==> config.mk <==
export PLATFORM = sky130hd
export DESIGN_NAME = run_control
export DESIGN_NICKNAME = d
export VERILOG_FILES = /design/src/rtl/run_control.sv
export SDC_FILE = /design/constraint.sdc
export NUM_CORES = 1
export LEC_CHECK = 0
export BUFFER_PORTS_ARGS = -buffer_cell sky130_fd_sc_hd__buf_2
export CORE_UTILIZATION = 55
export CTS_BUF_LIST = sky130_fd_sc_hd__clkbuf_4 sky130_fd_sc_hd__clkbuf_8
export DETAILED_ROUTE_END_ITERATION = 10
export MAX_ROUTING_LAYER = met4
export PLACE_DENSITY = 0.81
export SLEW_MARGIN = 0
export SYNTH_ARGS = -nofsm -noshare
export SYNTH_HDL_FRONTEND = slang
export SYNTH_SLANG_ARGS = --single-unit
==> constraint.sdc <==
create_clock -name clk -period 2.4 [get_ports clk]
set_clock_uncertainty 0.05 [all_clocks]
set_input_delay 0.12 -clock clk [delete_from_list [all_inputs] [get_ports clk]]
set_output_delay 0.12 -clock clk [all_outputs]
set_load 0.01 [all_outputs]
==> src/rtl/run_control.sv <==
// Multi-cycle instruction sequencer: FETCH/DECODE/EXEC/MEM/WB with per-phase strobes,
// halt/resume, single-step and a memory-wait timeout that parks the core in HALTED with fault.
module run_control #(
   parameter int CNT_WIDTH   = 32,
   parameter int MEM_TIMEOUT = 16
) (
   input  logic                 clk,
   input  logic                 rst,
   input  logic                 start,
   input  logic                 step,
   input  logic                 resume,
   input  logic                 halt_signal,
   input  logic                 is_mem,
   input  logic                 mem_ready,
   output logic                 mem_req,
   output logic                 mem_is_data,
   output logic                 ir_load,
   output logic                 reg_we,
   output logic                 pc_en,
   output logic                 running,
   output logic                 program_halted,
   output logic                 fault,
   output logic [CNT_WIDTH-1:0] cycle_count,
   output logic [CNT_WIDTH-1:0] instr_count,
   output logic [2:0]           state_dbg
);

   typedef enum logic [2:0] {
      IDLE   = 3'd0,
      FETCH  = 3'd1,
      DECODE = 3'd2,
      EXEC   = 3'd3,
      MEM    = 3'd4,
      WB     = 3'd5,
      HALTED = 3'd6
   } state_t;

   localparam int WAIT_W = $clog2(MEM_TIMEOUT + 1);
   localparam logic [WAIT_W-1:0]    WAIT_LAST = WAIT_W'(MEM_TIMEOUT - 1);
   localparam logic [CNT_WIDTH-1:0] CNT_ONE   = {{(CNT_WIDTH-1){1'b0}}, 1'b1};

   state_t            state, state_next;
   logic              step_mode, step_mode_next;
   logic              mem_op, mem_op_next;
   logic              fault_next;
   logic [WAIT_W-1:0] wait_cnt;
   logic              waiting;
   logic              timed_out;

   // A memory phase is "waiting" when it is stalled on mem_ready.
   assign waiting   = (state == FETCH || state == MEM) && !mem_ready;
   assign timed_out = waiting && (wait_cnt == WAIT_LAST);

   always_ff @(posedge clk or negedge rst) begin
      if (!rst) begin
         state       <= IDLE;
         step_mode   <= 1'b0;
         mem_op      <= 1'b0;
         fault       <= 1'b0;
         wait_cnt    <= '0;
         cycle_count <= '0;
         instr_count <= '0;
      end else begin
         state     <= state_next;
         step_mode <= step_mode_next;
         mem_op    <= mem_op_next;
         fault     <= fault_next;
         if (waiting && state_next == state)
            wait_cnt <= wait_cnt + 1'b1;
         else
            wait_cnt <= '0;
         if (running && cycle_count != '1)
            cycle_count <= cycle_count + CNT_ONE;
         if (state == WB && instr_count != '1)
            instr_count <= instr_count + CNT_ONE;
      end
   end

   always_comb begin
      state_next     = state;
      step_mode_next = step_mode;
      mem_op_next    = mem_op;
      fault_next     = fault;
      mem_req        = 1'b0;
      mem_is_data    = 1'b0;
      ir_load        = 1'b0;
      reg_we         = 1'b0;
      pc_en          = 1'b0;
      running        = 1'b0;
      program_halted = 1'b0;
      case (state)
         IDLE: begin
            if (start) begin
               state_next     = FETCH;
               step_mode_next = 1'b0;
            end else if (step) begin
               state_next     = FETCH;
               step_mode_next = 1'b1;
            end
         end
         FETCH: begin
            running = 1'b1;
            mem_req = 1'b1;
            if (mem_ready) begin
               ir_load    = 1'b1;
               state_next = DECODE;
            end else if (timed_out) begin
               state_next = HALTED;
               fault_next = 1'b1;
            end
         end
         DECODE: begin
            running = 1'b1;
            if (halt_signal) begin
               state_next = HALTED;
            end else begin
               mem_op_next = is_mem;
               state_next  = EXEC;
            end
         end
         EXEC: begin
            running    = 1'b1;
            state_next = mem_op ? MEM : WB;
         end
         MEM: begin
            running     = 1'b1;
            mem_req     = 1'b1;
            mem_is_data = 1'b1;
            if (mem_ready) begin
               state_next = WB;
            end else if (timed_out) begin
               state_next = HALTED;
               fault_next = 1'b1;
            end
         end
         WB: begin
            running    = 1'b1;
            reg_we     = 1'b1;
            pc_en      = 1'b1;
            state_next = step_mode ? IDLE : FETCH;
         end
         HALTED: begin
            program_halted = 1'b1;
            if (resume) begin
               state_next = IDLE;
               fault_next = 1'b0;
            end
         end
         default: state_next = IDLE;
      endcase
   end

   assign state_dbg = state;

endmodule

==> results of run 1 <==
-- worst max-delay path: cells and delay by family, from the launching register on --
kind | cells | cell delay [ns]
compound gates | 1 | 0.42
fa+ha+maj | 1 | 0.25
flops | 1 | 0.44
mux | 1 | 0.39
simple gates | 2 | 0.50
-- placed cells by master, fill, tap and decap left out, types with 2 or more instances in the layout --
cell type      netlist  final
nor2_1              18     18
clkinv_4             0      2
dlygate4sd3_1        0      4
nand4_1             26     26
ha_1                 4      4
nand3b_1             2      2
nor3_1              11     11
a211oi_1             2      2
xnor2_1             45     45
buf_4                3      5
buf_2                2     82
and2_1               3      3
nor4_1               4      4
nand3_1             30     30
mux2_2               5      5
inv_1                8      8
dfrtp_1             75     75
and4_1               7      7
nand2b_1             2      2
or3_1                4      4
and3_1              22     22
nand2_1             27     27
nor4b_2              2      2
a21oi_1              6      6
nor4_2               2      2
xor2_1              14     14
clkbuf_8             0     10
o22a_1               2      2
-- worst min path at each step --
stage | endpoint | slack (ns) | cells past startpoint
finish | step_mode$_DFFE_PN0P_ | 0.02 | 3
floorplan | cycle_count[0]$_DFFE_PN0P_ | -0.23 | 0
global route | step_mode$_DFFE_PN0P_ | 0.09 | 3
CTS | step_mode$_DFFE_PN0P_ | 0.02 | 3
detailed placement | instr_count[6]$_DFFE_PN0P_ | 0.13 | 2
global placement | cycle_count[7]$_DFFE_PN0P_ | 0.14 | 2
-- where the power goes --
group | switching, mW | internal (mW)
logic | 0.585 | 0.442
clock network | 0.489 | 0.526
registers | 0.194 | 1.42
-- area by class of cell --
| cell class | count | area, µm² |
|---|---|---|
| tap | 96 | 120.1 |
| fill | 535 | 2158 |
| sequential | 75 | 1877 |
| multi-input combinational | 266 | 1891 |
| timing repair buffer | 92 | 508.0 |
| clock inverter | 5 | 61.31 |
| inverter | 9 | 33.78 |
| clock buffer | 11 | 145.1 |
-- stage by stage --
step / area, µm² / total power, mW
finish: 4636 / 3.653
floorplan: 3849 / 2.292
CTS: 4636 / 3.678
global route: 4636 / 3.888
global placement: 4389 / 2.625
detailed placement: 4389 / 2.668
-- routing by layer --
metal / routed length [µm] / up-vias / part of all wire / global-route usage
met3: 429 / 17 / 0.051 / 0.04427
li1: - / 1490 / - / -
met2: 4143 / 96 / 0.49 / 0.4073
met4: 131 / 0 / 0.016 / 0.1076
met1: 3702 / 1537 / 0.44 / 0.3314
met5: 0 / - / 0 / -
-- registers in the layout (all words and copies together), names as in the netlist --
signal / count
fault: 1
step_mode: 1
instr_count: 32
state_dbg: 3
mem_op: 1
wait_cnt: 5
cycle_count: 32
-- kinds of logic after synthesis --
kind of cell / count (synthesis) / share of synthesized area
buffers and inverters: 18 / 0.02113
XOR/XNOR: 60 / 0.1385
flip-flops: 75 / 0.4876
AND/OR/NAND/NOR: 172 / 0.2624
AO/OA/AOI/OAI: 23 / 0.05430
adder cells (fa/ha/maj): 4 / 0.01300
multiplexers: 7 / 0.02308
==> flow_summary.toml, run 1 <==
[synth]
ys_seq_area_frac = 0.4876
yosys.area.top_type = "dfrtp_1"
synth_top_area_share = 0.4876
synth_edf_count = 0
synth_most_common_cell = "dfrtp_1"
synth_warnings = 0
synthDistinctLibCells = 56
async_flop_share = 1.000
synth_cells = 359
synth_top_flop_cell = "dfrtp_1"
post_synth_main_area_contributors = "dfrtp_1, xnor2_1, nand4_1"
netlist_area_um2 = 3849
syn-num-nets = 371
ys_ff_latch = 75
synth_common_cells = "dfrtp_1, xnor2_1, nand3_1"
syn_area_per_cell_um2 = 10.72

[worst_hold_path]
min_path_type = "input port to register"
hp-start = "step"

[floorplanning]
start_util = 0.5665
core_um2 = 6794
die_h_um = 85.65
rows = 30
die_x_um = 85.65
ios = 83
dieArea_um2 = 7336

[drt]
drtIter0Drc = 179
via_per_inst = 5.668
drcViolationCount = 1
vias = 3140
wl_per_cell_um = 15.18
first_pass_iters = 7
drtAntennaViolNets = 0
wirelength_um = 8407

[worst_setup_path]
timing.rr.end = "instr_count[1]$_DFFE_PN0P_"
rrSetupSlack_ns = 0.24
r2r_cells = 5
worstSetupStartpointType = "register"
worst-path-max-fanout = 15
critPathCaptureType = "register"
cp.arrival_ns = 2.35
worstSetupPathType = "register to register"
critical_path.startpoint = "instr_count[0]$_DFFE_PN0P_"
critPathCapture = "instr_count[1]$_DFFE_PN0P_"
crit_chain = "ha_1 > and2_1 > and4_1 > a41oi_4 > mux2_2"
r2r_start = "instr_count[0]$_DFFE_PN0P_"
crit_path_max_incr_delay_ns = 0.44
slowest_stage = "dfrtp_1"
required_ns = 2.59

[finish]
finalCoreUtilization = 0.6823
drive_above_1_share = 0.2773
fin_cells = 554
num_antenna_cells = 0
final_nets = 465
areaGrowthSynthToFinish_pct = 20.45

[clocking]
cts_hold_buffers = 4
cts_buffer_depth = 2
insertion_delay_ns = 0.35
cts_root_buffer = "clkbuf_8"
cts_buffers = 9
cts_tree = "built"
htree_levels = 3
cts_sinks = 75
clkTransAtPathRegs_ns = 0.08
cts_resized = 0
cts_setup_buffers = 0

[run_status]
violations = "DRC"
status = "finished, violations left"

[global_routing]
grt.total_usage = 0.2579
grt_pass1_wl_um = 14400
grt_max_degree = 76
grt_pass1_vias = 3087
antenna_found_initial = 0
overflow = 0

[sta]
relSlewSlack = 0.6015
period_share = 0.8993
fmax_ghz = 0.4633
worst_pin_slew_ns = 0.5955
rsz0062_at_grt = "no"
fin_crit_ns = 2.158
hold_viol = 0
timing.hold.ws_ns = 0.01602
fin_tns_setup_ns = 0
report.final.setup_viol = 0
setup_ws_ns = 0.2417
final_max_slew_viol_count = 0

[power]
p_leak_nw = 2.246
power.density_nw_per_um2 = 788.0
ir_drop_mv = 0.4784

[placement]
place_inst = 534
io_buffers = 82
hpwlAfterDp_um = 6039
gp_congestion = 0.8757
post-place-ws_ns = 0.2395

[run]
cap_violations = 0
No activity file was read; power rests on OpenSTA's default activity.
==> run 2: changes to the inputs <==
--- a/config.mk
+++ b/config.mk
@@ -11,7 +11,7 @@
 export DETAILED_ROUTE_END_ITERATION = 10
 export MAX_ROUTING_LAYER = met4
 export PLACE_DENSITY = 0.81
-export SLEW_MARGIN = 0
+export SLEW_MARGIN = 40
 export SYNTH_ARGS = -nofsm -noshare
 export SYNTH_HDL_FRONTEND = slang
 export SYNTH_SLANG_ARGS = --single-unit
==> constraint.sdc (replaced) <==
create_clock -name clk -period 2.4 [get_ports clk]
set_clock_uncertainty 0.05 [all_clocks]
set_input_delay 0.48 -clock clk [delete_from_list [all_inputs] [get_ports clk]]
set_output_delay 0.48 -clock clk [all_outputs]
set_load 0.05 [all_outputs]
==> run 2 against run 1 <==
Compared with the run above:
- the flow now finishes without violations
- wire length up 3.0%
- hold slack better by 0.091 ns
- final area up 0.49%
- register-to-register slack hardly changed
- power grew 23%
- clock-buffer cell count is 1 lower
- critical path type is now register to output port
- highest routed layer unchanged
- global-route usage fell by 0.69 points
- utilization up 0.33 points
- sequential power is essentially flat
- via count increased by 0.80%
- maximum frequency shrank 6.5%
==> flow_summary.toml, run 2 (synthesized netlist as in run 1, its figures left out) <==
[finish]
final_nets = 460
final_common_cell = "buf_2"
drive_above_1_share = 0.2804
num_antenna_cells = 0
finalCoreUtilization = 0.6856
areaGrowthSynthToFinish_pct = 21.03
reg.largest.list = "cycle_count: 32 flops, instr_count: 32 flops, wait_cnt: 5 flops"
fin_cells = 549
mostFrequentLayoutCells = "buf_2, dfrtp_1, xnor2_1"

[worst_setup_path]
cp.arrival_ns = 1.78
critPathCaptureType = "output port"
worstSetupPathType = "register to output port"
cp_top_family = "simple AND/OR/NAND/NOR gates"
r2r_start = "instr_count[0]$_DFFE_PN0P_"
critPathBufInv = 2
crit_chain = "or3_1 > nand2_2 > inv_2 > buf_2"
slowest_stage = "or3_1"
rrSetupSlack_ns = 0.23
worst-path-max-fanout = 10
crit_path_max_incr_delay_ns = 0.41
required_ns = 1.87
r2r_cells = 5
worstSetupStartpointType = "register"
timing.rr.end = "instr_count[1]$_DFFE_PN0P_"

[floorplanning]
ios = 83
rows = 30
die_x_um = 85.65
core_um2 = 6794
dieArea_um2 = 7336
die_h_um = 85.65
start_util = 0.5665

[sta]
worst_pin_slew_ns = 0.5832
fin_tns_setup_ns = 0
setup_ws_ns = 0.09120
period_share = 0.9620
final_max_slew_viol_count = 0
rsz0062_at_grt = "no"
relSlewSlack = 0.6098
hold_viol = 0
report.final.setup_viol = 0
fin_crit_ns = 2.309
fmax_ghz = 0.4331

[global_routing]
grt_pass1_vias = 3062
grt_max_degree = 76
grt.total_usage = 0.2510
grt_pass1_wl_um = 14160
antenna_found_initial = 0
overflow = 0

[drt]
first_pass_iters = 4
drtAntennaViolNets = 0
drcViolationCount = 0
wirelength_um = 8663
vias = 3165
via_per_inst = 5.765
drtIter0Drc = 204
wl_per_cell_um = 15.78

[placement]
hpwlAfterDp_um = 6051
gp_congestion = 0.9115
post-place-ws_ns = 0.2490
place_inst = 533
io_buffers = 82

[clocking]
cts_root_buffer = "clkbuf_8"
cts_sinks = 75
cts_buffer_depth = 2
cts_tree = "built"
insertion_delay_ns = 0.34
cts_resized = 0
cts_buffers = 9
cts_setup_buffers = 0
cts_hold_buffers = 0
clkTransAtPathRegs_ns = 0.08
htree_levels = 3

[run]
cap_violations = 0

[worst_hold_path]
min_path_type = "input port to asynchronous set/reset pin"

[power]
ir_drop_mv = 0.6682
power.density_nw_per_um2 = 962.9
p_leak_nw = 2.255

[run_status]
status = "finished, final reports clean"
run 2: area by class of cell:
type / count / area (µm²)
clock inverter: 6 / 133.9
fill: 541 / 2136
tap: 96 / 120.1
clock buffer: 10 / 137.6
inverter: 9 / 33.78
sequential: 75 / 1877
timing repair buffer: 87 / 460.4
multi-input combinational: 266 / 1896
run 2: layer usage:
layer	vias up	wire length, µm	global-route usage
li1	1479	-	-
met2	124	4381	0.3985
met3	15	423	0.05294
met1	1547	3737	0.3241
met5	-	0	-
met4	0	121	0.08030
run 2: worst max-delay path by stage:
| stage | startpoint | endpoint | slack (ns) | cells past startpoint |
|---|---|---|---|---|
| finish | state_dbg[0]$_DFF_PN0_ | running | 0.09 | 4 |
| global route | state_dbg[0]$_DFF_PN0_ | running | 0.02 | 4 |
| CTS | state_dbg[0]$_DFF_PN0_ | running | 0.09 | 4 |
| detailed placement | instr_count[0]$_DFFE_PN0P_ | instr_count[1]$_DFFE_PN0P_ | 0.25 | 5 |
| global placement | instr_count[0]$_DFFE_PN0P_ | instr_count[1]$_DFFE_PN0P_ | 0.33 | 5 |
| floorplan | state_dbg[2]$_DFF_PN0_ | instr_count[7]$_DFFE_PN0P_ | 0.06 | 5 |
run 2: report_power, final:
part	internal, mW	switching, mW
Sequential	1.42	0.182
Combinational	0.444	1.14
Clock	0.827	0.473
Total	2.69	1.80
run 2: through the flow:
stage	hold slack (ns)	instance area (µm²)	power (mW)
after global placement	0.3957	4387	3.162
final	0.1068	4658	4.486
after global routing	0.1375	4658	4.689
after detailed placement	0.4296	4387	3.210
after CTS	0.1257	4658	4.510
after floorplan	0.1344	3854	2.819
run 2: worst register-to-register path, cell delays in order (launching register included):
cell	delay [ns]
dfrtp_1	0.45
ha_1	0.25
and2_1	0.18
and4_1	0.30
a41oi_4	0.43
mux2_2	0.41
==> run 3: changes to the inputs <==
--- a/config.mk
+++ b/config.mk
@@ -6,6 +6,7 @@
 export NUM_CORES = 1
 export LEC_CHECK = 0
 export BUFFER_PORTS_ARGS = -buffer_cell sky130_fd_sc_hd__buf_2
+export CORE_MARGIN = 2
 export CORE_UTILIZATION = 55
 export CTS_BUF_LIST = sky130_fd_sc_hd__clkbuf_4 sky130_fd_sc_hd__clkbuf_8
 export DETAILED_ROUTE_END_ITERATION = 10
==> constraint.sdc (replaced) <==
create_clock -name clk -period 2.7 [get_ports clk]
set_clock_uncertainty 0.05 [all_clocks]
set_input_delay 0.54 -clock clk [delete_from_list [all_inputs] [get_ports clk]]
set_output_delay 0.54 -clock clk [all_outputs]
set_load 0.05 [all_outputs]
==> run 3 against run 2 <==
Compared with the run above:
- global-route usage is 1.7 points lower
- clock power is 38% lower
- critical endpoint unchanged
- hold slack better by 0.016 ns
==> flow_summary.toml, run 3 (synthesized netlist as in run 1, its figures left out) <==
[run_status]
status = "finished, final reports clean"

[global_routing]
grt_pass1_wl_um = 13790
grt_pass1_vias = 2877
overflow = 0
antenna_found_initial = 0
grt_max_degree = 27
grt.total_usage = 0.2338

[sta]
worst_pin_slew_ns = 0.5786
fin_tns_setup_ns = 0
period_share = 0.9448
rsz0062_at_grt = "no"
fin_crit_ns = 2.551
fmax_ghz = 0.3920
timing.hold.ws_ns = 0.1232
relSlewSlack = 0.6129
final_max_slew_viol_count = 0
hold_viol = 0
report.final.setup_viol = 0

[clocking]
clkTransAtPathRegs_ns = 0.10
cts_tree = "built"
cts_hold_buffers = 0
cts_buffer_depth = 2
cts_root_buffer = "clkbuf_8"
cts_buffers = 9
cts_setup_buffers = 0
htree_levels = 3
cts_resized = 0
cts_sinks = 75
insertion_delay_ns = 0.35

[power]
power.density_nw_per_um2 = 789.2
ir_drop_mv = 0.5454
p_leak_nw = 2.199
total_power_mw = 3.592

[worst_setup_path]
cp.arrival_ns = 1.96
critical_path.startpoint = "state_dbg[0]$_DFF_PN0_"
crit_chain = "or3_1 > nand2_2 > inv_2 > buf_2"
r2r_cells = 5
critPathCaptureType = "output port"
rrSetupSlack_ns = 0.50
timing.rr.end = "instr_count[24]$_DFFE_PN0P_"
slowest_stage = "dfrtp_1"
r2r_start = "state_dbg[0]$_DFF_PN0_"
worst-path-max-fanout = 15
worstSetupPathType = "register to output port"
worstSetupStartpointType = "register"
required_ns = 2.11
crit_path_max_incr_delay_ns = 0.54

[drt]
vias = 3066
drtAntennaViolNets = 0
drcViolationCount = 0
first_pass_iters = 4
drtIter0Drc = 109
wl_per_cell_um = 15.13
via_per_inst = 5.585
wirelength_um = 8304

[placement]
io_buffers = 82
hpwlAfterDp_um = 6195
place_inst = 533
gp_congestion = 0.8344

[finish]
final_common_cell = "buf_2"
drive_above_1_share = 0.2781
reg.largest.list = "cycle_count: 32 flops, instr_count: 32 flops, wait_cnt: 5 flops"
mostFrequentLayoutCells = "buf_2, dfrtp_1, xnor2_1"
fillers = 557
regArea_um2 = 1877
areaGrowthSynthToFinish_pct = 18.27
multi_input_area_um2 = 1891
final_nets = 460
num_antenna_cells = 0
fin_cells = 549

[floorplanning]
dieArea_um2 = 7683
ios = 83
die_h_um = 87.65
rows = 30
die_x_um = 87.65
core_um2 = 6794
start_util = 0.5665

[worst_hold_path]
min_path_type = "input port to asynchronous set/reset pin"

[run]
cap_violations = 0
-- run 3: cell count changes in the layout (fill, tap and decap cells not counted) --
cell        change
bufinv_16       -4
buf_12          -1
clkinvlp_4      +2
clkbuf_8        -1
clkinv_4        +2
clkinv_2        -1
buf_4           +1
inv_6           +2
nor3_2          -1
nor3_1          +1
-- run 3: power breakdown --
group | internal, mW | total (mW) | switching [mW]
Clock | 0.346 | 0.800 | 0.454
Sequential | 1.26 | 1.45 | 0.195
Combinational | 0.374 | 1.34 | 0.964
Total | 1.98 | 3.59 | 1.61
-- run 3: how the worst max path moves through the flow --
stage	depth (start not counted)	to	slack (ns)
4_1_cts	4	running	0.14
5_1_grt	4	running	0.03
2_1_floorplan	2	ir_load	0.14
6_report	4	running	0.15
3_5_place_dp	4	running	0.53
3_3_place_gp	4	running	0.59
-- run 3: layout make-up --
class	instances	area share
repair buffers	87	0.09841
clock buffers	9	0.02721
clock inverters	7	0.01292
inverters	9	0.007422
well taps	96	0.02639
flip-flops and latches	75	0.4123
multi-input cells	266	0.4153
-- run 3: worst max-delay path: cells and delay by family, from the launching register on --
family | cells | cell delay, ns
simple gates | 2 | 0.69
buf+inv | 2 | 0.38
flops | 1 | 0.54
-- run 3: metal layers --
layer,vias up,wire length [µm],track usage
met5,-,0,-
met4,0,87,0.07832
met3,12,323,0.04147
met2,86,4064,0.3629
met1,1481,3828,0.3124
li1,1487,-,-
-- run 3: stage by stage --
step	worst slack, ns	utilization	cell area [µm²]
final	0.1490	0.6700	4552
after global routing	0.03336	0.6700	4552
after CTS	0.1425	0.6700	4552
after detailed placement	0.5276	0.6431	4369
after global placement	0.5916	0.6431	4369
after floorplan	0.1435	-	3849
